[src/rtl/vga_timing_decoder.sv]
// vga_timing_decoder
//   Receive-side VGA timing decoder. Samples an hsync/vsync/RGB stream on
//   pixel-enable strobes and rebuilds the pixel coordinates. It checks the line
//   length, the hsync width, the frame length, the vsync width and the line
//   timeout against the configured mode, and tracks lock status.
//
// Ports
//   clk, rst      system clock, asynchronous active-high reset
//   pix_en        pixel strobe; all sampling and state advance only when high
//   hsync, vsync  stream syncs, asserted level given by SYNC_POL
//   rgb[11:0]     incoming pixel {R,G,B}
//   hdata, vdata  active-window coordinates of the current sample (0 when !valid)
//   valid         locked and current sample inside the active window
//   pixel         registered rgb, zero when !valid
//   frame_start   one-clk pulse on active pixel (0,0) while locked
//   locked        timing lock status
//   err           one-clk pulse on a timing violation while locked
//   err_count     locked-state violations, saturating at 255
module vga_timing_decoder #(
    parameter int   H_ACTIVE    = 640,
    parameter int   H_SYNC      = 96,
    parameter int   H_BP        = 48,
    parameter int   H_FP        = 16,
    parameter int   V_ACTIVE    = 480,
    parameter int   V_SYNC      = 2,
    parameter int   V_BP        = 33,
    parameter int   V_FP        = 10,
    parameter logic SYNC_POL    = 1'b0,
    parameter int   LOCK_FRAMES = 2
) (
    input  logic        clk,
    input  logic        rst,
    input  logic        pix_en,
    input  logic        hsync,
    input  logic        vsync,
    input  logic [11:0] rgb,
    output logic [11:0] hdata,
    output logic [11:0] vdata,
    output logic        valid,
    output logic [11:0] pixel,
    output logic        frame_start,
    output logic        locked,
    output logic        err,
    output logic [7:0]  err_count
);

    localparam int H_TOTAL = H_ACTIVE + H_SYNC + H_BP + H_FP;
    localparam int V_TOTAL = V_ACTIVE + V_SYNC + V_BP + V_FP;

    localparam logic [12:0] H_TOTAL_W = 13'(H_TOTAL);
    localparam logic [12:0] H_SYNC_W  = 13'(H_SYNC);
    localparam logic [12:0] V_TOTAL_W = 13'(V_TOTAL);
    localparam logic [12:0] V_SYNC_W  = 13'(V_SYNC);
    localparam logic [11:0] H_TMO     = 12'(2 * H_TOTAL);
    localparam logic [11:0] H_START   = 12'(H_SYNC + H_BP);
    localparam logic [11:0] H_END     = 12'(H_SYNC + H_BP + H_ACTIVE - 1);
    localparam logic [11:0] V_START   = 12'(V_SYNC + V_BP);
    localparam logic [11:0] V_END     = 12'(V_SYNC + V_BP + V_ACTIVE - 1);
    localparam logic [7:0]  LOCK_N    = 8'(LOCK_FRAMES);

    typedef enum logic [1:0] {
        SEARCH  = 2'd0,
        ACQUIRE = 2'd1,
        LOCKED  = 2'd2
    } state_t;

    function automatic logic [11:0] sat_inc12(input logic [11:0] v);
        return (v == 12'hFFF) ? v : v + 12'd1;
    endfunction

    function automatic logic [7:0] sat_inc8(input logic [7:0] v);
        return (v == 8'hFF) ? v : v + 8'd1;
    endfunction

    state_t      state_q, state_d;
    logic        hs_prev_q, hs_prev_d;
    logic        vs_prev_q, vs_prev_d;
    logic        h_seen_q, h_seen_d;
    logic        v_seen_q, v_seen_d;
    logic        frame_bad_q, frame_bad_d;
    logic [11:0] hcount_q, hcount_d;
    logic [11:0] vline_q, vline_d;
    logic [7:0]  good_q, good_d;
    logic [11:0] hdata_q, hdata_d;
    logic [11:0] vdata_q, vdata_d;
    logic [11:0] pixel_q, pixel_d;
    logic        valid_q, valid_d;
    logic        frame_start_q, frame_start_d;
    logic        locked_q, locked_d;
    logic        err_q, err_d;
    logic [7:0]  err_count_q, err_count_d;

    logic        hs_now, vs_now, hs_start, hs_end, vs_start, vs_end;
    logic        viol, in_win;
    logic [11:0] hcount_n, vline_n;
    logic [12:0] hlen, vlen;

    // Sync edge detection, coordinate counters and violation detection
    always_comb begin
        hs_now   = (hsync == SYNC_POL);
        vs_now   = (vsync == SYNC_POL);
        hs_start = hs_now && !hs_prev_q;
        hs_end   = !hs_now && hs_prev_q;
        // vsync only matters at line starts, so its edges are line-granular
        vs_start = hs_start && vs_now && !vs_prev_q;
        vs_end   = hs_start && !vs_now && vs_prev_q;

        // Counts include the last sample of the span being measured
        hlen = {1'b0, hcount_q} + 13'd1;
        vlen = {1'b0, vline_q} + 13'd1;

        hcount_n = hs_start ? 12'd0 : sat_inc12(hcount_q);
        vline_n  = vs_start ? 12'd0 : (hs_start ? sat_inc12(vline_q) : vline_q);

        // Length checks need a previous edge as reference, hence the seen flags
        viol = (hs_start && h_seen_q && (hlen != H_TOTAL_W)) ||
               (hs_end   && h_seen_q && (hlen != H_SYNC_W))  ||
               (vs_start && v_seen_q && (vlen != V_TOTAL_W)) ||
               (vs_end   && v_seen_q && (vlen != V_SYNC_W))  ||
               (!hs_start && (hcount_n == H_TMO));

        in_win = (hcount_n >= H_START) && (hcount_n <= H_END) &&
                 (vline_n >= V_START) && (vline_n <= V_END);
    end

    // Next state: everything holds without pix_en, pulses drop
    always_comb begin
        state_d       = state_q;
        hs_prev_d     = hs_prev_q;
        vs_prev_d     = vs_prev_q;
        h_seen_d      = h_seen_q;
        v_seen_d      = v_seen_q;
        frame_bad_d   = frame_bad_q;
        hcount_d      = hcount_q;
        vline_d       = vline_q;
        good_d        = good_q;
        hdata_d       = hdata_q;
        vdata_d       = vdata_q;
        pixel_d       = pixel_q;
        valid_d       = valid_q;
        locked_d      = locked_q;
        err_count_d   = err_count_q;
        frame_start_d = 1'b0;
        err_d         = 1'b0;

        if (pix_en) begin
            hs_prev_d = hs_now;
            if (hs_start) begin
                vs_prev_d = vs_now;
                h_seen_d  = 1'b1;
            end
            if (vs_start) begin
                v_seen_d = 1'b1;
            end
            hcount_d = hcount_n;
            vline_d  = vline_n;

            case (state_q)
                SEARCH: begin
                    if (vs_start) begin
                        state_d     = ACQUIRE;
                        good_d      = 8'd0;
                        frame_bad_d = 1'b0;
                    end
                end
                ACQUIRE: begin
                    if (vs_start) begin
                        // A violation on the closing edge spoils the finished frame
                        frame_bad_d = 1'b0;
                        if (!frame_bad_q && !viol) begin
                            if (good_q + 8'd1 >= LOCK_N) begin
                                state_d = LOCKED;
                                good_d  = 8'd0;
                            end else begin
                                good_d = good_q + 8'd1;
                            end
                        end else begin
                            good_d = 8'd0;
                        end
                    end else if (viol) begin
                        frame_bad_d = 1'b1;
                    end
                end
                LOCKED: begin
                    if (viol) begin
                        err_d       = 1'b1;
                        err_count_d = sat_inc8(err_count_q);
                        state_d     = SEARCH;
                    end
                end
                default: state_d = SEARCH;
            endcase

            // Outputs follow the post-edge state so lock loss blanks immediately
            locked_d      = (state_d == LOCKED);
            valid_d       = locked_d && in_win;
            hdata_d       = valid_d ? (hcount_n - H_START) : 12'd0;
            vdata_d       = valid_d ? (vline_n - V_START) : 12'd0;
            pixel_d       = valid_d ? rgb : 12'd0;
            frame_start_d = valid_d && (hcount_n == H_START) && (vline_n == V_START);
        end
    end

    always_ff @(posedge clk or posedge rst) begin
        if (rst) begin
            state_q       <= SEARCH;
            hs_prev_q     <= 1'b0;
            vs_prev_q     <= 1'b0;
            h_seen_q      <= 1'b0;
            v_seen_q      <= 1'b0;
            frame_bad_q   <= 1'b0;
            hcount_q      <= 12'd0;
            vline_q       <= 12'd0;
            good_q        <= 8'd0;
            hdata_q       <= 12'd0;
            vdata_q       <= 12'd0;
            pixel_q       <= 12'd0;
            valid_q       <= 1'b0;
            frame_start_q <= 1'b0;
            locked_q      <= 1'b0;
            err_q         <= 1'b0;
            err_count_q   <= 8'd0;
        end else begin
            state_q       <= state_d;
            hs_prev_q     <= hs_prev_d;
            vs_prev_q     <= vs_prev_d;
            h_seen_q      <= h_seen_d;
            v_seen_q      <= v_seen_d;
            frame_bad_q   <= frame_bad_d;
            hcount_q      <= hcount_d;
            vline_q       <= vline_d;
            good_q        <= good_d;
            hdata_q       <= hdata_d;
            vdata_q       <= vdata_d;
            pixel_q       <= pixel_d;
            valid_q       <= valid_d;
            frame_start_q <= frame_start_d;
            locked_q      <= locked_d;
            err_q         <= err_d;
            err_count_q   <= err_count_d;
        end
    end

    assign hdata       = hdata_q;
    assign vdata       = vdata_q;
    assign valid       = valid_q;
    assign pixel       = pixel_q;
    assign frame_start = frame_start_q;
    assign locked      = locked_q;
    assign err         = err_q;
    assign err_count   = err_count_q;

endmodule

[config.mk]
export PLATFORM = sky130hd
export DESIGN_NAME = vga_timing_decoder
export DESIGN_NICKNAME = d
export VERILOG_FILES = /design/src/rtl/vga_timing_decoder.sv
export SDC_FILE = /design/constraint.sdc
export NUM_CORES = 1
export LEC_CHECK = 0
export BUFFER_PORTS_ARGS = -buffer_cell sky130_fd_sc_hd__buf_2
export CAP_MARGIN = 20
export CORE_MARGIN = 3
export CORE_UTILIZATION = 35
export DETAILED_ROUTE_END_ITERATION = 16
export PLACE_DENSITY = 0.51
export SYNTH_ARGS = -nofsm -noshare
export SYNTH_HDL_FRONTEND = slang
export SYNTH_SLANG_ARGS = --single-unit
[constraint.sdc]
create_clock -name clk -period 4.5 [get_ports clk]
set_input_delay 0.675 -clock clk [delete_from_list [all_inputs] [get_ports clk]]
set_output_delay 0.675 -clock clk [all_outputs]
set_load 0.1 [all_outputs]
==> results by group <==
Run status
  • Run status: finished, final reports clean

Timing
  • Final slew viol count: 0
  • Clock Skew: 12.4 ps
  • TNS Setup: 0 ps
  • Post-route clock period utilization: 0.902
  • Fmax: 246 MHz
  • Hold violation total from the final report: 0
  • Relative slew slack: 0.358
  • Final critical delay including setup and external delays: 4060 ps
  • Setup repair after global routing missed its margin: no
  • Slew at the pin closest to its max-slew limit: 956 ps
  • Final setup violation count: 0

Critical path
  • Critical-path cell list: ha_1, and3_2, nand3_2, nand2_1, nand2_1, inv_1, ha_1, nand2_1, a211oi_1, nor4b_1, or4b_4, nor4_4, buf_4, a22o_1
  • CP Max Fanout: 25
  • Required arrival time at the worst endpoint: 4770 ps
  • Bufs and invs on worst path: 2
  • Kind of start point of the critical path: register
  • End of the worst register-to-register path: pixel[11]$_DFFE_PP0P_
  • Critical Path AT: 4330 ps
  • Reg2reg start: hcount_q[1]$_DFFE_PP0P_
  • Class of the most critical setup path: register to register
  • Setup slack of the worst register-to-register path: 440 ps
  • Cells on worst reg2reg path: 14
  • Slowest stage cell, crit path: sky130_fd_sc_hd__dfrtp_1
  • Largest stage delay on the critical path: 570 ps
  • Cell type group with the largest total delay on the critical path: simple AND/OR/NAND/NOR gates
  • CP dominant cell by count: sky130_fd_sc_hd__nand2_1
  • Endpoint type of the worst setup path: register

Global routing
  • Remaining global-route overflow: 0
  • Wire length of the first global-routing pass: 22700 um
  • Via count of the first global-routing pass: 4232
  • Pin count of the biggest net entering global routing: 45
  • Number of antenna violations at the first check in global routing: 0
  • Total global routing track utilization: 0.171

Cells and area
  • Count of fill cells added during filler insertion: 1451
  • Fraction of layout instances using a drive strength above 1: 0.207
  • Antenna diodes: 0
  • Storage element area: 2180 um2
  • Multi-input combinational cell area: 2860 um2
  • Post-layout util: 0.408
  • Net total in the final layout: 635
  • Post-synthesis to final-layout area growth: 12.6%

Detailed routing
  • Wire per inst: 17.9 um
  • Routed via count: 4592
  • Post-route DRC: 0
  • Total routed wirelength: 14200 um
  • First-pass iteration count of the detailed router: 5
  • Vias per cell: 5.78
  • Final antenna-violating net count: 0
  • Initial DRC Count: 589

Clock network
  • Total number of H-tree levels: 3
  • Clock buffers created by TritonCTS: 9
  • Clock transition time at the flip-flop clock pins of the worst setup and hold paths: 70 ps
  • Clk buf depth: 2
  • Clk_lat worst skew: 350 ps
  • Cell at the root of the clock tree: sky130_fd_sc_hd__clkbuf_16
  • Post-CTS setup buffer count: 0
  • Sink count of the clock tree: 87
  • Clock tree from TritonCTS: yes
  • Number of hold buffers added after CTS: 0

Synthesis
  • Number of nets produced by synthesis: 593
  • Yosys cell types: 69
  • Number of synthesized flops with an enable pin: 0
  • Ys Warns: 0
  • Netlist area before placement: 5340 um2
  • Total of flip-flops plus latches after synthesis: 87
  • Portion of the post-synthesis area used by sequential elements: 0.407
  • Gate count after technology mapping: 564
  • Synth async-reset ratio: 1.00
  • Synth Flop Type: sky130_fd_sc_hd__dfrtp_1
  • Synthesized area per cell: 9.47 um2

Die
  • Chip height: 130 um
  • Standard cell core area: 14800 um2
  • Starting utilization of the core area: 0.362
  • Num ports: 65
  • Die Area: 16800 um2
  • Number of placement rows: 44
  • Chip width: 130 um

Placed design
  • Weighted congestion reported at the end of routability-driven placement: 0.850
  • Number of buffers added on ports: 64
  • Detailed-placement wirelength estimate: 10000 um

Pwr
  • Worst vdd rail ir drop: 0.000173 V
  • Pleak: 2.72 nW
  • Cell area power density: 351 nW/um2

Run
  • Max-cap violation count: 0

Min path
  • Class of the tightest hold or removal check: input pin to async pin
final cells by class:
cell class / count / area share
clock buffers: 9 / 0.0374
clock inverters: 6 / 0.0116
inverters: 13 / 0.00832
multi-input cells: 420 / 0.475
flip-flops and latches: 87 / 0.362
well taps: 184 / 0.0383
repair buffers: 75 / 0.0669
power by group:
group / internal (W) / total (W) / switching, W
combinational: 0.000178 / 0.000435 / 0.000257
clock: 0.000431 / 0.000760 / 0.000328
sequential: 0.000823 / 0.000920 / 0.0000977
layer usage:
metal  GRT usage  share of wire  vias to the layer above  wire, um
li1            -              -                     2164         -
met1       0.251           0.48                     2240      6820
met2       0.261           0.45                      174      6430
met3      0.0264          0.055                       14       783
met4      0.0483          0.015                        0       220
met5           0              0                        -         0
cell usage after synthesis, types with 3 or more instances:
library cell / number / area [um2]
sky130_fd_sc_hd__a211oi_1: 5 / 37.5
sky130_fd_sc_hd__a21o_1: 5 / 37.5
sky130_fd_sc_hd__a21oi_1: 28 / 140
sky130_fd_sc_hd__a22o_1: 34 / 298
sky130_fd_sc_hd__a31o_2: 3 / 26.3
sky130_fd_sc_hd__a31oi_1: 15 / 93.8
sky130_fd_sc_hd__a41o_1: 3 / 30.0
sky130_fd_sc_hd__a41oi_1: 3 / 26.3
sky130_fd_sc_hd__and2_1: 4 / 25.0
sky130_fd_sc_hd__and3_1: 8 / 50.1
sky130_fd_sc_hd__and4_1: 7 / 61.3
sky130_fd_sc_hd__buf_2: 19 / 95.1
sky130_fd_sc_hd__buf_4: 11 / 82.6
sky130_fd_sc_hd__buf_6: 3 / 33.8
sky130_fd_sc_hd__clkbuf_1: 9 / 33.8
sky130_fd_sc_hd__dfrtp_1: 87 / 2180
sky130_fd_sc_hd__ha_1: 12 / 150
sky130_fd_sc_hd__inv_1: 12 / 45.0
sky130_fd_sc_hd__mux2_2: 16 / 180
sky130_fd_sc_hd__mux2i_1: 4 / 40.0
sky130_fd_sc_hd__nand2_1: 53 / 199
sky130_fd_sc_hd__nand2b_1: 7 / 43.8
sky130_fd_sc_hd__nand3_1: 23 / 115
sky130_fd_sc_hd__nand4_1: 9 / 56.3
sky130_fd_sc_hd__nand4b_1: 4 / 35.0
sky130_fd_sc_hd__nor2_1: 26 / 97.6
sky130_fd_sc_hd__nor2b_1: 11 / 68.8
sky130_fd_sc_hd__nor3_1: 16 / 80.1
sky130_fd_sc_hd__nor3b_1: 4 / 30.0
sky130_fd_sc_hd__nor4_1: 5 / 31.3
sky130_fd_sc_hd__o211ai_1: 4 / 30.0
sky130_fd_sc_hd__o21a_1: 3 / 22.5
sky130_fd_sc_hd__o21ai_0: 31 / 155
sky130_fd_sc_hd__o31a_1: 3 / 26.3
sky130_fd_sc_hd__o31ai_1: 3 / 22.5
sky130_fd_sc_hd__or3_1: 5 / 31.3
sky130_fd_sc_hd__xnor2_1: 20 / 175
sky130_fd_sc_hd__xor2_1: 11 / 96.3
cell usage in the layout (no fill, tap or decap), types with 7 or more instances in the layout:
| cell | Yosys | routed |
|---|---|---|
| sky130_fd_sc_hd__nand2b_1 | 7 | 7 |
| sky130_fd_sc_hd__and4_1 | 7 | 7 |
| sky130_fd_sc_hd__o21ai_0 | 31 | 31 |
| sky130_fd_sc_hd__xnor2_1 | 20 | 20 |
| sky130_fd_sc_hd__a21oi_1 | 28 | 28 |
| sky130_fd_sc_hd__and3_1 | 8 | 7 |
| sky130_fd_sc_hd__clkbuf_16 | 0 | 9 |
| sky130_fd_sc_hd__nand4_1 | 9 | 9 |
| sky130_fd_sc_hd__ha_1 | 12 | 12 |
| sky130_fd_sc_hd__a31oi_1 | 15 | 15 |
| sky130_fd_sc_hd__nor2b_1 | 11 | 11 |
| sky130_fd_sc_hd__dfrtp_1 | 87 | 86 |
| sky130_fd_sc_hd__nand3_1 | 23 | 23 |
| sky130_fd_sc_hd__xor2_1 | 11 | 11 |
| sky130_fd_sc_hd__inv_1 | 12 | 11 |
| sky130_fd_sc_hd__mux2_2 | 16 | 16 |
| sky130_fd_sc_hd__nand2_1 | 53 | 53 |
| sky130_fd_sc_hd__a22o_1 | 34 | 34 |
| sky130_fd_sc_hd__buf_4 | 11 | 11 |
| sky130_fd_sc_hd__nor3_1 | 16 | 16 |
| sky130_fd_sc_hd__buf_2 | 19 | 64 |
| sky130_fd_sc_hd__nor2_1 | 26 | 26 |
registers in the layout, indices dropped and copies added, names as in the netlist, 2 cells and up:
register,flops
state_q,2
hcount_q,12
err_count,8
vdata,12
vline_q,12
hdata,12
pixel,12
good_q,8
metrics by stage:
step	setup slack [ps]	power, W	hold WS, ps	instances	instance area [um2]
after floorplan	1080	0.00126	465	564	5340
after global placement	365	0.00137	461	779	5720
after detailed placement	259	0.00136	477	779	5720
after CTS	239	0.00214	395	794	6020
after global routing	81.4	0.00222	428	794	6020
final	441	0.00211	370	794	6020
cells by family (layout without fill, tap and decap cells):
family | count (synthesis) | after routing | share of synthesized area
simple gates | 199 | 199 | 0.203
compound gates | 157 | 157 | 0.210
flops | 87 | 87 | 0.407
buf+inv | 57 | 103 | 0.0574
xor+xnor | 31 | 31 | 0.0508
mux | 21 | 21 | 0.0433
fa+ha+maj | 12 | 12 | 0.0281
worst max-delay path by stage:
stage	slack [ps]	endpoint	from	cells past startpoint
5_1_grt	80	pixel[9]$_DFFE_PP0P_	hcount_q[1]$_DFFE_PP0P_	14
2_1_floorplan	1080	pixel[7]$_DFFE_PP0P_	hsync	12
3_5_place_dp	260	hdata[7]$_DFFE_PP0P_	hcount_q[0]$_DFFE_PP0P_	14
4_1_cts	240	pixel[11]$_DFFE_PP0P_	hcount_q[0]$_DFFE_PP0P_	14
3_3_place_gp	370	hdata[4]$_DFFE_PP0P_	hcount_q[0]$_DFFE_PP0P_	14
6_report	440	pixel[11]$_DFFE_PP0P_	hcount_q[1]$_DFFE_PP0P_	14
what timing repair did:
item	4_1_cts	5_1_grt
gates resized for setup	0	2
endpoints found under the setup margin	0	28
hold endpoints to repair	0	0
No activity file was read; power rests on OpenSTA's default activity.
